<file path="src/rtl/adc_scan_mux.sv">
// adc_scan_mux: free-running ADC128S022 channel scanner producing one 16-bit word per channel.
// Define ADC_SCAN_AVG_EN to publish the mean of every 4 scans instead of each raw sample.
module adc_scan_mux #(
   parameter int NUM_CHANNELS      = 8,
   parameter int CLK_DIV           = 13,
   parameter int RESULT_FLAT_WIDTH = NUM_CHANNELS*16
) (
   input  logic                         sysclk,
   input  logic                         sysreset,
   input  logic                         run,
   output logic                         busy,
   output logic                         scan_done,
   output logic [RESULT_FLAT_WIDTH-1:0] results_flat,
   output logic [NUM_CHANNELS-1:0]      result_valid,
   output logic                         adc_cs_n,
   output logic                         adc_saddr,
   output logic                         adc_sclk,
   input  logic                         adc_sdat
);
   localparam int              CNTW       = $clog2(2*CLK_DIV);
   localparam logic [CNTW-1:0] HALF_LAST  = CNTW'(CLK_DIV-1);
   localparam logic [CNTW-1:0] GAP_LAST   = CNTW'(2*CLK_DIV-1);
   localparam logic [3:0]      LAST_FRAME = 4'(NUM_CHANNELS);

   typedef enum logic [2:0] {
      IDLE    = 3'd0,
      SETUP   = 3'd1,
      SCLK_LO = 3'd2,
      SCLK_HI = 3'd3,
      STORE   = 3'd4,
      GAP     = 3'd5,
      GAP_END = 3'd6
   } state_t;

   state_t            state_q, state_d;
   logic [CNTW-1:0]   cnt_q, cnt_d;
   logic [3:0]        bit_cnt_q, bit_cnt_d;
   logic [3:0]        frame_q, frame_d;
   logic [11:0]       shift_q, shift_d;
   logic              sdat_meta_q, sdat_sync_q;
   logic              cs_n_q, cs_n_d, sclk_q, sclk_d, saddr_q, saddr_d;
   logic              busy_q, busy_d, done_q, done_d;
   logic [15:0]       res_q [NUM_CHANNELS];
   logic [15:0]       res_d [NUM_CHANNELS];
   logic [NUM_CHANNELS-1:0] valid_q, valid_d;
   logic              store_en_s;
   logic [3:0]        store_ch_s;
   logic [2:0]        addr_s;
`ifdef ADC_SCAN_AVG_EN
   logic [13:0]       acc_q [NUM_CHANNELS];
   logic [13:0]       acc_d [NUM_CHANNELS];
   logic [1:0]        scan_cnt_q, scan_cnt_d;
`endif

   // DIN carries ADD2..ADD0 on bits 2..4 of the frame, zero elsewhere
   function automatic logic addr_bit(input logic [3:0] bit_idx, input logic [2:0] addr);
      case (bit_idx)
         4'd2:    addr_bit = addr[2];
         4'd3:    addr_bit = addr[1];
         4'd4:    addr_bit = addr[0];
         default: addr_bit = 1'b0;
      endcase
   endfunction

   // The last frame of a scan re-addresses channel 0 while it reads back the final channel
   assign addr_s     = (frame_q == LAST_FRAME) ? 3'd0 : frame_q[2:0];
   assign store_ch_s = frame_q - 4'd1;

   // Frame sequencer: next state, counters and next values of the serial pins
   always_comb begin
      state_d    = state_q;
      cnt_d      = cnt_q + CNTW'(1);
      bit_cnt_d  = bit_cnt_q;
      frame_d    = frame_q;
      shift_d    = shift_q;
      busy_d     = busy_q;
      done_d     = 1'b0;
      store_en_s = 1'b0;
      case (state_q)
         IDLE: begin
            cnt_d = '0;
            if (run) begin
               state_d = SETUP;
               frame_d = 4'd0;
               busy_d  = 1'b1;
            end else begin
               busy_d  = 1'b0;
            end
         end
         SETUP: begin
            if (cnt_q == HALF_LAST) begin
               state_d   = SCLK_LO;
               cnt_d     = '0;
               bit_cnt_d = 4'd0;
            end else begin
               state_d   = SETUP;
            end
         end
         SCLK_LO: begin
            if (cnt_q == HALF_LAST) begin
               state_d = SCLK_HI;
               cnt_d   = '0;
               if (bit_cnt_q >= 4'd4) begin
                  shift_d = {shift_q[10:0], sdat_sync_q};
               end else begin
                  shift_d = shift_q;
               end
            end else begin
               state_d = SCLK_LO;
            end
         end
         SCLK_HI: begin
            if (cnt_q == HALF_LAST) begin
               cnt_d = '0;
               if (bit_cnt_q == 4'd15) begin
                  state_d = STORE;
               end else begin
                  state_d   = SCLK_LO;
                  bit_cnt_d = bit_cnt_q + 4'd1;
               end
            end else begin
               state_d = SCLK_HI;
            end
         end
         STORE: begin
            cnt_d      = '0;
            store_en_s = (frame_q != 4'd0);
            if (frame_q == LAST_FRAME) begin
               state_d = GAP_END;
`ifdef ADC_SCAN_AVG_EN
               done_d  = (scan_cnt_q == 2'd3);
`else
               done_d  = 1'b1;
`endif
            end else begin
               state_d = GAP;
            end
         end
         GAP: begin
            if (cnt_q == GAP_LAST) begin
               state_d = SETUP;
               cnt_d   = '0;
               frame_d = frame_q + 4'd1;
            end else begin
               state_d = GAP;
            end
         end
         GAP_END: begin
            if (cnt_q == GAP_LAST) begin
               cnt_d = '0;
               if (run) begin
                  state_d = SETUP;
                  frame_d = 4'd0;
               end else begin
                  state_d = IDLE;
                  busy_d  = 1'b0;
               end
            end else begin
               state_d = GAP_END;
            end
         end
         default: begin
            state_d = IDLE;
            cnt_d   = '0;
            busy_d  = 1'b0;
         end
      endcase
      cs_n_d  = !(state_d == SETUP || state_d == SCLK_LO || state_d == SCLK_HI);
      sclk_d  = (state_d != SCLK_LO);
      saddr_d = (state_d == SCLK_LO || state_d == SCLK_HI) ? addr_bit(bit_cnt_d, addr_s) : 1'b0;
   end

   // Result words: each channel word changes only in its own STORE cycle
   always_comb begin
      res_d   = res_q;
      valid_d = valid_q;
`ifdef ADC_SCAN_AVG_EN
      acc_d = acc_q;
      if (state_q == STORE && frame_q == LAST_FRAME) begin
         scan_cnt_d = scan_cnt_q + 2'd1;
      end else begin
         scan_cnt_d = scan_cnt_q;
      end
`endif
      for (int i = 0; i < NUM_CHANNELS; i++) begin
         if (store_en_s && store_ch_s == 4'(i)) begin
`ifdef ADC_SCAN_AVG_EN
            acc_d[i] = acc_q[i] + {2'b00, shift_q};
            if (scan_cnt_q == 2'd3) begin
               res_d[i]   = {4'h0, acc_d[i][13:2]};
               acc_d[i]   = 14'd0;
               valid_d[i] = 1'b1;
            end else begin
               res_d[i]   = res_q[i];
            end
`else
            res_d[i]   = {4'h0, shift_q};
            valid_d[i] = 1'b1;
`endif
         end else begin
            res_d[i] = res_q[i];
         end
      end
   end

   // State, datapath and registered outputs; reset acts immediately, even mid-frame
   always_ff @(posedge sysclk or posedge sysreset) begin
      if (sysreset) begin
         state_q     <= IDLE;
         cnt_q       <= '0;
         bit_cnt_q   <= 4'd0;
         frame_q     <= 4'd0;
         shift_q     <= 12'h000;
         sdat_meta_q <= 1'b0;
         sdat_sync_q <= 1'b0;
         cs_n_q      <= 1'b1;
         sclk_q      <= 1'b1;
         saddr_q     <= 1'b0;
         busy_q      <= 1'b0;
         done_q      <= 1'b0;
         res_q       <= '{default: 16'h0000};
         valid_q     <= '0;
`ifdef ADC_SCAN_AVG_EN
         acc_q       <= '{default: 14'd0};
         scan_cnt_q  <= 2'd0;
`endif
      end else begin
         state_q     <= state_d;
         cnt_q       <= cnt_d;
         bit_cnt_q   <= bit_cnt_d;
         frame_q     <= frame_d;
         shift_q     <= shift_d;
         sdat_meta_q <= adc_sdat;
         sdat_sync_q <= sdat_meta_q;
         cs_n_q      <= cs_n_d;
         sclk_q      <= sclk_d;
         saddr_q     <= saddr_d;
         busy_q      <= busy_d;
         done_q      <= done_d;
         res_q       <= res_d;
         valid_q     <= valid_d;
`ifdef ADC_SCAN_AVG_EN
         acc_q       <= acc_d;
         scan_cnt_q  <= scan_cnt_d;
`endif
      end
   end

   for (genvar g = 0; g < NUM_CHANNELS; g++) begin : g_flat
      assign results_flat[g*16 +: 16] = res_q[g];
   end

   assign busy         = busy_q;
   assign scan_done    = done_q;
   assign result_valid = valid_q;
   assign adc_cs_n     = cs_n_q;
   assign adc_sclk     = sclk_q;
   assign adc_saddr    = saddr_q;
endmodule
</file>
<file path="config.mk">
export PLATFORM = sky130hd
export DESIGN_NAME = adc_scan_mux
export DESIGN_NICKNAME = d
export VERILOG_FILES = /design/src/rtl/adc_scan_mux.sv
export SDC_FILE = /design/constraint.sdc
export NUM_CORES = 1
export LEC_CHECK = 0
export BUFFER_PORTS_ARGS = -buffer_cell sky130_fd_sc_hd__buf_2
export CORE_AREA = 2 2 117 119
export CTS_CLUSTER_SIZE = 20
export DETAILED_ROUTE_END_ITERATION = 7
export DIE_AREA = 0 0 119 121
export PLACE_DENSITY = 0.87
export SLEW_MARGIN = 20
export SYNTH_ARGS = -nofsm -noshare
export SYNTH_HDL_FRONTEND = slang
export SYNTH_SLANG_ARGS = --single-unit
</file>
<file path="constraint.sdc">
create_clock -name sysclk -period 5.7 [get_ports sysclk]
set_input_delay 1.14 -clock sysclk [delete_from_list [all_inputs] [get_ports sysclk]]
set_output_delay 1.14 -clock sysclk [all_outputs]
set_load 0.02 [all_outputs]
</file>
# Word level (Yosys, flattened, before mapping)
# Cells that the tools add are included.
# classes
n_addsub	4
n_lt_le_gt_ge	1
eq_ne	27
n_mux	31
bitwise	1
n_reduce_logical	22
# op_table
operator	n
4-bit 2-to-1 mux	6
3-bit one-hot mux with 7 select lines	1
4-bit by 3-bit == test with 1-bit output (second input constant)	5
3-bit 2-to-1 mux	6
4-bit by 2-bit == test with 1-bit output (second input constant)	4
3-bit by 2-bit == test with 1-bit output (second input constant)	4
4-bit one-hot mux with 3 select lines	1
5-bit 2-to-1 mux	2
5-bit one-hot mux with 2 select lines	1
3-bit == test (second input constant)	3
1-bit 2-to-1 mux	9
3-bit AND reduction	3
4-bit by 1-bit adder with 4-bit output (second input constant)	2
4-bit == test (second input constant)	2
1-bit logical AND	8
4-bit one-hot mux with 2 select lines	1
3-bit by 1-bit == test with 1-bit output (second input constant)	2
2-bit != test (second input constant)	3
1-bit one-hot mux with 3 select lines	2
5-bit by 1-bit adder with 5-bit output (second input constant)	1
5-bit by 4-bit == test with 1-bit output (second input constant)	1
5-bit == test (second input constant)	1
5-bit OR reduction	1
4-bit by 1-bit == test with 1-bit output (second input constant)	1
13 further kinds	16
# totals
reg_bits	139
in_bits	4
out_inout_bits	141
wordCells	114

# Logic depth before layout (Yosys ltp)
# logic_depth
ltp_word	8
mapped_depth	9
ltp_nobuf	7

# Worst setup path before layout
# Ideal clock, no wire load.
# synth_path
path_type	register -> register
startpoint	register frame_q[0]
endpoint	register res_q, in the netlist results_flat[112]
setup_time_ns	0.125
arrival_ns	2.003
required_time_ns	5.575
slack_ns	3.572
path_stages_with_launch	10
n_path_buf	2
synth_period_minus_slack_ns	2.128
cell_sequence	dfrtp_1 inv_1 ha_1 nor2b_2 a21oi_2 o22ai_2 and3_1 buf_6 buf_12 mux2_4
# synth_via
elab_chain_cells	3
elab_cells_between_ends	5
cone_classes	1 x add/sub; 1 x eq/ne; 1 x mux; 2 x reduce/logical
# synth_lines
element	line_no	source
from (decl)	38	logic [3:0] frame_q, frame_d;
from (signal assigned)	231	frame_q <= frame_d;
4-bit by 1-bit subtractor with 4-bit output or 4-bit nonzero test (tied branches)	67, 127	
4-bit by 3-bit == test with 1-bit output or 1-bit 2-to-1 mux (tied branches)	186, 79	
1-bit logical AND *	186	if (store_en_s && store_ch_s == 4'(i)) begin
to (signal assigned)	240	res_q <= res_d;
to (decl)	43	logic [15:0] res_q [NUM_CHANNELS];
# Mark *: on every way between the ends. The rest lies on a longest branch, timed or not.
# A chain may end at the register's enable or synchronous reset.

# Final worst setup path
# layout_path
startpoint	register frame_q[0]
endpoint	register res_q, in the netlist results_flat[73]
# Same word-level chain as after synthesis.

==> impl_results.rst <==
.. list-table::
   :header-rows: 1

   * - Metric
     - Value
   * - # rows
     - 42
   * - GRT Resource Usage Total
     - 0.2080
   * - Number of setup violations in the final report
     - 0
   * - Detailed-placement wirelength estimate
     - between 9000 and 10000 um
   * - H-tree Lvls
     - 4
   * - Maximum vdd drop
     - about 0.20 mV
   * - Share of the clock period used by the worst path after layout
     - 0.4915
   * - Count of unresolved DRC violations after routing
     - 0
   * - Worst Path Arrival
     - approximately 3.1 ns
   * - Final clock skew
     - ~0.011 ns
   * - Max transition margin
     - 0.4023
   * - Starting DRC count in detailed routing
     - 270
   * - Met2 track demand over resource
     - 0.3628
   * - Synth warnings
     - 0
   * - Fraction of final layout cells with drive strength greater than 1
     - 0.5106
   * - Diodes inserted
     - 0
   * - Pre-CTS setup slack
     - approximately 2.9 ns
   * - Antenna viol nets, final
     - 0
   * - Leakage
     - 0.004096 uW
   * - Global placer's final weighted congestion
     - between 0.7 and 0.8
   * - Placed insts
     - between 700 and 800
   * - Max Fanout on Critical Path
     - 13
   * - Crit path time final
     - around 2.8 ns
   * - Fraction of the yosys area taken by sequential cells
     - 0.5281
   * - Synth-to-Final Area Change
     - 14.03%
   * - Synthesized area
     - between 6000 and 7000 um^2
   * - Share of async-settable or async-resettable flops after synthesis
     - 1.000
   * - Number of fill cells in the layout
     - between 900 and 1k
   * - Startpoint type of the worst setup path
     - flop
   * - Routed vias
     - between 3k and 4k
   * - Final net count
     - ~570
   * - Setup WS post-layout
     - 2.899 ns
   * - Max-cap violations
     - 0
   * - Leading cell type in the layout, fill and taps excluded
     - sky130_fd_sc_hd__dfrtp_1
   * - Hold crit path type
     - reg -> reg
   * - Die span in y
     - ~120 um
   * - Antenna violations before repair
     - 0
   * - Cell at the root of the clock tree
     - sky130_fd_sc_hd__clkbuf_16
   * - Total clock buffers created by CTS
     - 17
   * - Final cell count without fillers
     - between 700 and 800
   * - Buffer levels on the longest clock path
     - 2
   * - Maximum number of pins on one net before global-route repair
     - 85
   * - Average footprint of a synthesized cell
     - between 10 and 15 um^2
   * - Top FF cell, synth
     - sky130_fd_sc_hd__dfrtp_1
   * - Pwr dens
     - 279.6 nW/um^2
   * - Slew of the pin with the lowest slew margin
     - 0.8965 ns
   * - Setup repair after global routing missed its margin
     - false
   * - Count of distinct cell types in the synthesized netlist
     - 67
   * - Global-route wire length before repair
     - ~23000 um
   * - Via count of the first global-routing pass
     - 4081
   * - CTS sink count
     - 139
   * - Clock Latency Late Sink
     - roughly 0.42 ns
   * - Highest attainable clock frequency
     - between 300 and 400 MHz
   * - Flip-flop and latch count after synthesis
     - around 140
   * - Horizontal extent of the die
     - 119 um
   * - Clk slew on worst S/H paths
     - approximately 0.06 ns
   * - Aggregate routed wire length
     - around 14000 um
   * - Busiest layer in global routing
     - met2
   * - Most frequent cells in the layout
     - sky130_fd_sc_hd__dfrtp_1, sky130_fd_sc_hd__buf_2, sky130_fd_sc_hd__mux2_4
   * - Number of max-slew violations in the final report
     - 0
   * - Req. time, crit path
     - 5.99 ns
   * - EDFF count, synth
     - 0
   * - Area of the die
     - about 14000 um^2
   * - Number of detailed-routing iterations run before antenna repair
     - 5
   * - GR Util met3
     - 0.05357
   * - Number of port buffers
     - approximately 110
   * - Area of the core region
     - between 10000 and 15000 um^2
   * - M1 GR Usage
     - 0.2559
   * - Hold_buf cts
     - 0
   * - Worst setup path category
     - reg -> reg
   * - Post_cts resized
     - 0
   * - Outcome
     - finished clean
   * - Starting Density
     - 0.5037
   * - Grt ovf
     - 0
   * - Clock tree from TritonCTS
     - built
   * - Routed length per placed instance
     - a little under 20 um
   * - Number of instances in the synthesized netlist
     - 447
   * - Number of buffers inserted by post-CTS setup repair
     - 0
   * - Count of boundary I/O pins
     - 145
   * - Setup TNS Final
     - 0 ns
   * - Total count of hold-check failures in the final report
     - 0
   * - CP Capture Type
     - flop
   * - Number of vias per cell
     - roughly 5.2
[power breakdown]
group / internal, uW / switching [uW] / total (uW)
clock network: 617 / 456 / 1070
logic: 1.95 / 38.7 / 40.6
registers: 987 / 0.290 / 988
total: 1610 / 495 / 2100
[cell type report]
| cell class | count | area [um^2] | share of cell area |
|---|---|---|---|
| Sequential cell | 139 | 3481 | 0.4631 |
| Multi-Input combinational cell | 270 | 2606 | 0.3468 |
| Timing Repair Buffer | 114 | 575.6 | 0.07658 |
| Clock buffer | 17 | 425.4 | 0.05660 |
| Tap cell | 176 | 220.2 | 0.02930 |
| Clock inverter | 15 | 153.9 | 0.02048 |
| Inverter | 13 | 53.80 | 0.007158 |
[flip-flops by register name (all words and copies together), names as in the netlist]
signal / cells
results_flat: 96
shift_q: 12
result_valid: 8
cnt_q: 5
bit_cnt_q: 4
frame_q: 4
state_q: 3
adc_cs_n: 1
adc_saddr: 1
adc_sclk: 1
busy: 1
scan_done: 1
sdat_meta_q: 1
sdat_sync_q: 1
[routing by layer]
| layer | routed length, um | part of all wire |
|---|---|---|
| met5 | 0 | 0 |
| met4 | 174 | 0.012 |
| met3 | 709 | 0.049 |
| met2 | 7534 | 0.52 |
| met1 | 5932 | 0.41 |
[critical path, cell delays in order (launching register included)]
cell and delay (ns):
sky130_fd_sc_hd__dfrtp_1 0.46, sky130_fd_sc_hd__inv_1 0.19, sky130_fd_sc_hd__ha_1 0.34, sky130_fd_sc_hd__nor2b_2 0.26, sky130_fd_sc_hd__a21oi_2 0.08, sky130_fd_sc_hd__o22ai_2 0.17
sky130_fd_sc_hd__and3_1 0.77, sky130_fd_sc_hd__mux2_2 0.41
[path summary, 6_finish.rpt]
check | from | end | slack (ns) | depth (start not counted)
min in group asynchronous | sysreset | result_valid[7] | 0.87 | 2
worst max register to register | frame_q[0] | results_flat[73] | 2.90 | 7
worst min register to register | sdat_meta_q | sdat_sync_q | 0.36 | 0
worst max-delay path | frame_q[0] | results_flat[73] | 2.90 | 7
max in group asynchronous | sysreset | shift_q[8] | 3.63 | 3
worst min-delay path | sdat_meta_q | sdat_sync_q | 0.36 | 0
[cells by family after synthesis]
logic type | after synthesis | synth area share
compound gates | 37 | 0.05050
xor+xnor | 5 | 0.006645
fa+ha+maj | 10 | 0.01898
buf+inv | 69 | 0.09415
flops | 139 | 0.5281
mux | 109 | 0.2272
other cells | 1 | 0.0005689
simple gates | 77 | 0.07385
[synth_stat cells (2+ instances only)]
| master | number | area share |
|---|---|---|
| sky130_fd_sc_hd__and2b_2 | 3 | 0.0040 |
| sky130_fd_sc_hd__dfrtp_1 | 137 | 0.52 |
| sky130_fd_sc_hd__nand2_1 | 7 | 0.0040 |
| sky130_fd_sc_hd__clkbuf_8 | 3 | 0.0063 |
| sky130_fd_sc_hd__nor3_1 | 4 | 0.0030 |
| sky130_fd_sc_hd__nor2_1 | 16 | 0.0091 |
| sky130_fd_sc_hd__buf_4 | 33 | 0.038 |
| sky130_fd_sc_hd__nand3_1 | 7 | 0.0053 |
| sky130_fd_sc_hd__xnor2_1 | 3 | 0.0040 |
| sky130_fd_sc_hd__dfstp_2 | 2 | 0.0080 |
| sky130_fd_sc_hd__a21oi_1 | 3 | 0.0023 |
| sky130_fd_sc_hd__a21oi_2 | 2 | 0.0027 |
| sky130_fd_sc_hd__inv_1 | 13 | 0.0074 |
| sky130_fd_sc_hd__ha_1 | 10 | 0.019 |
| sky130_fd_sc_hd__mux2_4 | 72 | 0.16 |
| sky130_fd_sc_hd__mux2_2 | 37 | 0.063 |
| sky130_fd_sc_hd__or2_2 | 7 | 0.0066 |
| sky130_fd_sc_hd__buf_12 | 8 | 0.024 |
| sky130_fd_sc_hd__buf_6 | 10 | 0.017 |
| sky130_fd_sc_hd__a211oi_1 | 2 | 0.0023 |
| sky130_fd_sc_hd__o21ai_0 | 8 | 0.0061 |
| sky130_fd_sc_hd__nand2b_1 | 5 | 0.0047 |
| sky130_fd_sc_hd__xor2_1 | 2 | 0.0027 |
| sky130_fd_sc_hd__and3_1 | 10 | 0.0095 |
[stage by stage]
step                total power [uW]  hold slack [ns]    util  instance area (um^2)
floorplan                       1056           0.3312       -                  6708
global placement                1046           0.3375  0.5301                  6937
detailed placement              1047           0.3371  0.5301                  6937
CTS                             2117           0.3713  0.5744                  7516
global route                    2172           0.3788  0.5744                  7516
finish                          2101           0.3591  0.5744                  7516
Power figures use the tool's default switching activity.
